--- config.mk ---
export PLATFORM = sky130hd
export DESIGN_NAME = serial_deserializer
export DESIGN_NICKNAME = d
export VERILOG_FILES = /design/src/rtl/serial_deser_pkg.sv /design/src/rtl/deser_out_buf.sv /design/src/rtl/serial_deserializer.sv
export SDC_FILE = /design/constraint.sdc
export NUM_CORES = 1
export LEC_CHECK = 0
export BUFFER_PORTS_ARGS = -buffer_cell sky130_fd_sc_hd__buf_4
export CORE_AREA = 2 2 39 41
export CTS_CLUSTER_SIZE = 24
export DETAILED_ROUTE_END_ITERATION = 10
export DIE_AREA = 0 0 41 43
export GPL_ROUTABILITY_DRIVEN = 0
export MAX_ROUTING_LAYER = met4
export PLACE_DENSITY = 0.7
export SLEW_MARGIN = 20
export SYNTH_ARGS = -nofsm -noshare
export SYNTH_HDL_FRONTEND = slang
export SYNTH_HIERARCHICAL = 1
export SYNTH_SLANG_ARGS = --single-unit
--- constraint.sdc ---
create_clock -name clk -period 3.28 [get_ports clk]
set_input_delay 0 -clock clk [delete_from_list [all_inputs] [get_ports clk]]
set_output_delay 0 -clock clk [all_outputs]
set_load 0.05 [all_outputs]
--- src/rtl/serial_deser_pkg.sv ---
// Shared types and helpers for the serial deserializer.
package serial_deser_pkg;

  typedef enum logic [1:0] {
    IDLE   = 2'd0,
    SHIFT  = 2'd1,
    PARITY = 2'd2
  } deser_state_t;

  // Bit counter width. It must hold WIDTH so that the parity phase can
  // keep the counter non-zero while the word waits for its parity bit.
  function automatic int cnt_width(input int width);
    return $clog2(width + 1);
  endfunction

endpackage

--- src/rtl/deser_out_buf.sv ---
// One-word holding register with valid/ready handshake. A completed word is
// accepted when the register is empty or is being drained on the same edge;
// otherwise the word is dropped and a one-cycle overflow pulse is raised.
module deser_out_buf #(
  parameter int WIDTH = 4
) (
  input  logic             clk,
  input  logic             rst,
  input  logic             i_load,
  input  logic [WIDTH-1:0] i_word,
  input  logic             i_parity,
  input  logic             i_out_ready,
  output logic [WIDTH-1:0] o_data,
  output logic             o_valid,
  output logic             o_overflow,
  output logic             o_parity_err
);

  logic [WIDTH-1:0] r_data;
  logic             r_valid;
  logic             r_overflow;
  logic             r_parity_err;
  logic             w_drain;

  assign w_drain = r_valid && i_out_ready;

  // Load, drop or drain the held word; overflow is a single-cycle pulse.
  always_ff @(posedge clk or posedge rst) begin
    if (rst) begin
      r_data       <= '0;
      r_valid      <= 1'b0;
      r_overflow   <= 1'b0;
      r_parity_err <= 1'b0;
    end else begin
      r_overflow <= 1'b0;
      if (i_load) begin
        if (!r_valid || w_drain) begin
          r_data       <= i_word;
          r_parity_err <= i_parity;
          r_valid      <= 1'b1;
        end else begin
          r_overflow <= 1'b1;
        end
      end else if (w_drain) begin
        r_valid <= 1'b0;
      end
    end
  end

  assign o_data       = r_data;
  assign o_valid      = r_valid;
  assign o_overflow   = r_overflow;
  assign o_parity_err = r_parity_err;

endmodule

--- src/rtl/serial_deserializer.sv ---
// Serial-to-parallel receiver: assembles WIDTH-bit words from a qualified
// serial stream, MSB-first or LSB-first, and hands them to a one-word
// valid/ready holding register.
// Optional feature macro: SERIAL_DESER_PARITY_EN adds one even-parity bit
// after every word and reports the check on parity_err.
module serial_deserializer
  import serial_deser_pkg::*;
#(
  parameter int WIDTH     = 4,
  parameter bit MSB_FIRST = 1'b1
) (
  input  logic             clk,
  input  logic             rst,
  input  logic             ser_in,
  input  logic             bit_valid,
  output logic [WIDTH-1:0] data_out,
  output logic             out_valid,
  input  logic             out_ready,
  output logic             overflow,
  output logic             parity_err,
  output logic             busy
);

  localparam int               CNT_W    = cnt_width(WIDTH);
  localparam logic [CNT_W-1:0] LAST_IDX = CNT_W'(WIDTH - 1);

  deser_state_t     r_state;
  logic [WIDTH-1:0] r_shift;
  logic [CNT_W-1:0] r_bit_cnt;

  logic [WIDTH-1:0] w_shift_next;
  logic             w_load;
  logic [WIDTH-1:0] w_word;
  logic             w_parity;

  // Bit order is fixed at elaboration: MSB-first shifts left, LSB-first
  // shifts right, so the two builds see bit-reversed words.
  generate
    if (MSB_FIRST) begin : g_msb_first
      assign w_shift_next = {r_shift[WIDTH-2:0], ser_in};
    end else begin : g_lsb_first
      assign w_shift_next = {ser_in, r_shift[WIDTH-1:1]};
    end
  endgenerate

  // Word-complete strobe toward the holding register, same edge as the last bit.
  always_comb begin
    // NOTE: every always_comb output gets a default first so no path infers a latch.
    w_load   = 1'b0;
    w_word   = w_shift_next;
    w_parity = 1'b0;
`ifdef SERIAL_DESER_PARITY_EN
    if (r_state == PARITY && bit_valid) begin
      w_load   = 1'b1;
      w_word   = r_shift;
      w_parity = ^{r_shift, ser_in};
    end
`else
    if (r_state == SHIFT && bit_valid && r_bit_cnt == LAST_IDX) begin
      w_load = 1'b1;
    end
`endif
  end

  // Frame FSM: shift qualified bits and count them; idle cycles hold state.
  always_ff @(posedge clk or posedge rst) begin
    // NOTE: sequential state uses non-blocking assignments only, so every
    // register samples pre-edge values regardless of statement order.
    if (rst) begin
      r_state   <= IDLE;
      r_shift   <= '0;
      r_bit_cnt <= '0;
    end else if (bit_valid) begin
      case (r_state)
        IDLE: begin
          r_shift   <= w_shift_next;
          r_bit_cnt <= CNT_W'(1);
          r_state   <= SHIFT;
        end
        SHIFT: begin
          r_shift <= w_shift_next;
          if (r_bit_cnt == LAST_IDX) begin
`ifdef SERIAL_DESER_PARITY_EN
            r_bit_cnt <= CNT_W'(WIDTH);
            r_state   <= PARITY;
`else
            r_bit_cnt <= '0;
            r_state   <= IDLE;
`endif
          end else begin
            r_bit_cnt <= r_bit_cnt + CNT_W'(1);
          end
        end
        default: begin
          // Parity bit consumed (or an unreachable encoding): frame ends.
          r_bit_cnt <= '0;
          r_state   <= IDLE;
        end
      endcase
    end
  end

  assign busy = (r_bit_cnt != '0);

  deser_out_buf #(
    .WIDTH(WIDTH)
  ) u_out_buf (
    .clk         (clk),
    .rst         (rst),
    .i_load      (w_load),
    .i_word      (w_word),
    .i_parity    (w_parity),
    .i_out_ready (out_ready),
    .o_data      (data_out),
    .o_valid     (out_valid),
    .o_overflow  (overflow),
    .o_parity_err(parity_err)
  );

endmodule

After elaboration in Yosys (flattened, before gate mapping)
Cells that the tools add are included.
- reductions and logical operators: 13
- multiply operators: 0
- $lt $le $gt $ge: 0
- bitwise operators: 0
- shift-type cells: 0
- muxes and demuxes: 10
- equal/unequal tests: 4
- divide/modulo/power cells: 0
- add/subtract/negate cells: 1
- operators by type and width (cell ; number):
    $reduce_and A2 Y1 ; 4
    $mux W1 ; 6
    $pmux W3 S2 ; 1
    $pmux W2 S2 ; 1
    $add A3 B1 Y3 const B ; 1
    $eq A3 B2 Y1 const B ; 1
    $logic_and A1 B1 Y1 ; 3
    $mux W3 ; 1
    $reduce_bool A3 Y1 ; 1
    $eq A2 B1 Y1 const B ; 1
    $logic_not A2 Y1 ; 1
    $mux W2 ; 1
    $ne A2 B1 Y1 const B ; 1
    $ne A2 B2 Y1 const B ; 1
    $reduce_bool A2 Y1 ; 1
    $reduce_or A2 Y1 ; 1
    $logic_not A1 Y1 ; 1
    $logic_or A1 B1 Y1 ; 1
- bits in latches: 0
- memories kept: 0
- logic and storage cells: 34
- register bits: 14
- RAM bits: 0
- memory bits (read-only): 0
- output and inout bits: 8

Longest topological paths before layout
- word-level depth: 6
- gate-level depth with buffers: 5

Cells and area by module
The synthesis kept the hierarchy.
- modules (own cells, without submodules) (module ; area each (µm²) ; instances ; seq. area each (µm²) ; cells an instance):
    serial_deserializer ; 339.1 ; 1 ; 175.2 ; 30
    deser_out_buf ; 290.3 ; 1 ; 175.2 ; 18

Worst setup path before layout
No wires, ideal clock.
- path type: register -> register
- start point: register r_bit_cnt[0]
- end point: register u_out_buf.r_data[0], in the netlist u_out_buf/o_data[0]
- data arrival time: 1.225 ns
- cell stages (with the launch flop): 6
- setup slack: 1.930 ns
- data required time: 3.155 ns
- buffers on the path: 0
- clock period less this slack: 1.350 ns
- library setup time: 0.125 ns
- cells stage by stage: dfrtp_1 > ha_1 > nand2b_1 > nor2_1 > nand2_4 > mux2_4
- word-level cells in the longest chain between the ends: 4
- RTL lines (what ; line ; text):
    start, declared ; serial_deserializer.sv:29 ; logic [CNT_W-1:0] r_bit_cnt;
    start signal, assigned ; serial_deserializer.sv:91 ; r_bit_cnt <= r_bit_cnt + CNT_W'(1);
    $eq A3 B2 Y1 ; serial_deserializer.sv:59 ; if (r_state == SHIFT && bit_valid && r_bit_cnt == LAST_IDX) begin
    $logic_and A1 B1 Y1 ; serial_deserializer.sv:59 ;
    $mux W1 ; serial_deserializer.sv:59 ;
    net w_load ; serial_deserializer.sv:32 ; logic w_load;
    $reduce_and A2 Y1 (no source line) ; - ;
    end signal, assigned ; deser_out_buf.sv:38 ; r_data <= i_word;
    end, declared ; deser_out_buf.sv:19 ; logic [WIDTH-1:0] r_data;
The timed path passes the listed nets, and every way through them passes these cells.
A chain may end at the register's enable or synchronous reset.

Worst setup path after layout
- start point: register r_bit_cnt[0]
- end point: register u_out_buf.r_data[1], in the netlist u_out_buf/o_data[1]
The elaborated chain is that of the path after synthesis.

==> results.json <==
{
  "grt_pass1_wl_um": 1731,
  "rr_startpoint": "r_bit_cnt[0]",
  "hold_viol": 0,
  "start_kind": "flip-flop",
  "yosys.area_share.simple_pct": 13.12,
  "overflow": 0,
  "drcViolationCount": 0,
  "r2r_slack_ps": 1800,
  "antenna_found_initial": 0,
  "reg2reg_depth": 5,
  "fin_cells": 81,
  "swShare_pct": 43.52,
  "synthTopCellsByCount": "dfrtp_1 (14), mux2_4 (8), nor2_1 (6)",
  "ant_nets": 0,
  "clock.fmax_mhz": 673.6,
  "min_period_ps": 1484,
  "syn-instance-count": 48,
  "first_iter_violations": 0,
  "hold_depth": 2,
  "area.growth.synth_to_final_pct": 24.06,
  "sequentialPowerShare_pct": 36.9,
  "hpwl_um": 736.8,
  "drt-total-wl_um": 959,
  "clock-sinks": 14,
  "synth_top_flop_cell": "dfrtp_1",
  "grt.total_usage_pct": 16.46,
  "irDropWorstVdd_mv": 0.3688,
  "post-route-worst-setup-slack_ps": 1796,
  "worstPathArrival_ps": 1650,
  "cap_violations": 0,
  "wl_per_cell_um": 11.84,
  "rsz0062_at_grt": "no",
  "dp_cells": 75,
  "internal_power_uw": 420.0,
  "drv_slew": 0,
  "dieArea_sq_um": 1763,
  "synth_edf_count": 0,
  "min_from": "bit_valid",
  "num_antenna_cells": 0,
  "clockBufferDepth": 2,
  "path_clk_slew_ps": 80,
  "synthTopCellsByArea": "dfrtp_1 (56%), mux2_4 (19%), ha_1 (4.0%)",
  "die_x_um": 41,
  "switchingPower_uw": 323.7,
  "cts_tree": "yes",
  "synth_nets": 55,
  "timing.rr.end": "u_out_buf/o_data[1]",
  "vias": 370,
  "initial_core_util_pct": 45.48,
  "cp.buffers_inverters": 0,
  "power_frac_comb_pct": 50.6,
  "worstHoldPathType": "in2reg",
  "critPathRequiredTime_ps": 3440,
  "coreArea_sq_um": 1384,
  "cts_buffers": 3,
  "synth_top_area_cell": "dfrtp_1",
  "fin_nets": 74,
  "pre_cts_ws_ps": 1813,
  "ys_types": 16,
  "critical_path_class": "reg2reg",
  "numPortBuffers": 12,
  "run_status": "finished, final reports clean",
  "postCtsSetupBuffers": 0,
  "drive_above_1_share_pct": 40.00,
  "hold_end": "r_bit_cnt[2]",
  "yosysSeqAreaShare_pct": 55.67,
  "synth.mux.area_fraction_pct": 19.09,
  "yosysMostFrequentCell": "dfrtp_1",
  "cts_htree_levels": 1,
  "netlist.area_leader.share_pct": 55.67,
  "grt_max_degree": 10,
  "end_kind": "flip-flop",
  "pwr-share-clk_pct": 12.6,
  "asyncSetResetFlopFracSynth_pct": 100.0,
  "synthAdderAreaFrac_pct": 3.976,
  "crit_path_max_fanout": 5,
  "clk_latency_ps": 270,
  "synth_top_family_by_area": "multiplexers",
  "cpPeakStageDelay_ps": 380,
  "cpLargestDelayFamily": "simple AND/OR/NAND/NOR gates",
  "vias_per_cell": 4.568,
  "ys_ff_latch": 14,
  "synth-compound-area-share_pct": 2.783,
  "p_leak_uw": 0.0004117,
  "crit_chain": "ha_1 > nand2b_1 > nor2_1 > nand2_4 > mux2_4",
  "ys.warnings.count": 6,
  "synth_xor_area_share_pct": 0,
  "ctsRootBufferMaster": "clkbuf_4",
  "crit_slowest_cell": "dfrtp_1",
  "rows": 14,
  "die_h_um": 43,
  "grt_pass1_vias": 368,
  "power.density_nw_per_um2": 952.6,
  "ios": 13,
  "dr.pass1.iters": 1,
  "setup_viol": 0,
  "min_period_over_period_pct": 45.26,
  "synth_area_sq_um": 629.4,
  "syn_area_per_cell_sq_um": 13.11,
  "fin_setup_tns_ps": 0,
  "finClkSkew_ps": 0.9649
}
## stage by stage
stage	area (sq um)	utilization, %	hold slack, ps	power (uW)
global route	780.7	56.42	24.48	792.6
finish	780.7	56.42	14.30	743.8
global placement	728.2	52.62	-42.76	648.6
detailed placement	728.2	52.62	-37.76	654.0
CTS	780.7	56.42	3.426	751.4
floorplan	629.4	-	-196.6	554.0
## kinds of logic after synthesis
group,count (synthesis)
AOI/OAI and AO/OA,3
adders and majority gates,2
buffers and inverters,6
DFF,14
and+or+nand+nor,14
muxes,8
other,1
## power by group through the flow
stage | clock network [uW] | logic (uW) | registers, uW
after floorplan | 0 | 158 | 396
after global placement | 0 | 374 | 275
after detailed placement | 0 | 377 | 277
after CTS | 97.2 | 379 | 275
after global routing | 106 | 404 | 282
final | 93.4 | 376 | 274
## area by class of cell
type	instances	area (sq um)
Fill cell	113	603.1
Multi-Input combinational cell	28	249.0
Tap cell	16	20.02
Sequential cell	14	350.3
Timing Repair Buffer	15	120.1
Inverter	5	18.77
Clock buffer	3	22.52
## layer usage
metal	up-vias	part of all wire [%]	track usage [%]
li1	185	-	-
met1	172	45	20.14
met2	9	48	20.31
met3	4	3.1	6.283
met4	0	3.8	14.00
met5	-	0	-
## worst max-delay path by stage
stage / from / end / slack, ps / cells after the start
6_report: r_bit_cnt[0] / u_out_buf/o_data[1] / 1800 / 5
5_1_grt: r_bit_cnt[0] / u_out_buf/o_data[1] / 1670 / 5
4_1_cts: r_bit_cnt[0] / u_out_buf/o_data[1] / 1800 / 5
3_5_place_dp: r_bit_cnt[0] / u_out_buf/o_data[1] / 1810 / 5
3_3_place_gp: r_bit_cnt[0] / u_out_buf/o_data[1] / 1880 / 5
2_1_floorplan: r_bit_cnt[0] / u_out_buf/o_data[0] / 1930 / 5
## flip-flops by register name, summed over array words and instances, names as in the netlist
| name | count |
|---|---|
| r_state | 1 |
| u_out_buf/o_data | 4 |
| u_out_buf/o_overflow | 1 |
| r_shift | 3 |
| u_out_buf/o_parity_err | 1 |
| r_bit_cnt | 3 |
| u_out_buf/o_valid | 1 |
## placed cells by master (no fill, tap or decap), drive strengths merged, types with 2 or more instances in the layout
| master | instances |
|---|---|
| mux2 | 8 |
| nand2b | 4 |
| ha | 2 |
| clkbuf | 3 |
| nor2 | 6 |
| buf | 12 |
| nand2 | 3 |
| dlygate4sd3 | 3 |
| dfrtp | 14 |
| inv | 5 |
## timing repair
| item | CTS | global route |
|---|---|---|
| endpoints found under the hold margin | 17 | 0 |
| hold buffers | 3 | 0 |
| resized for setup | 0 | 0 |
(Power assumes the default switching activity.)
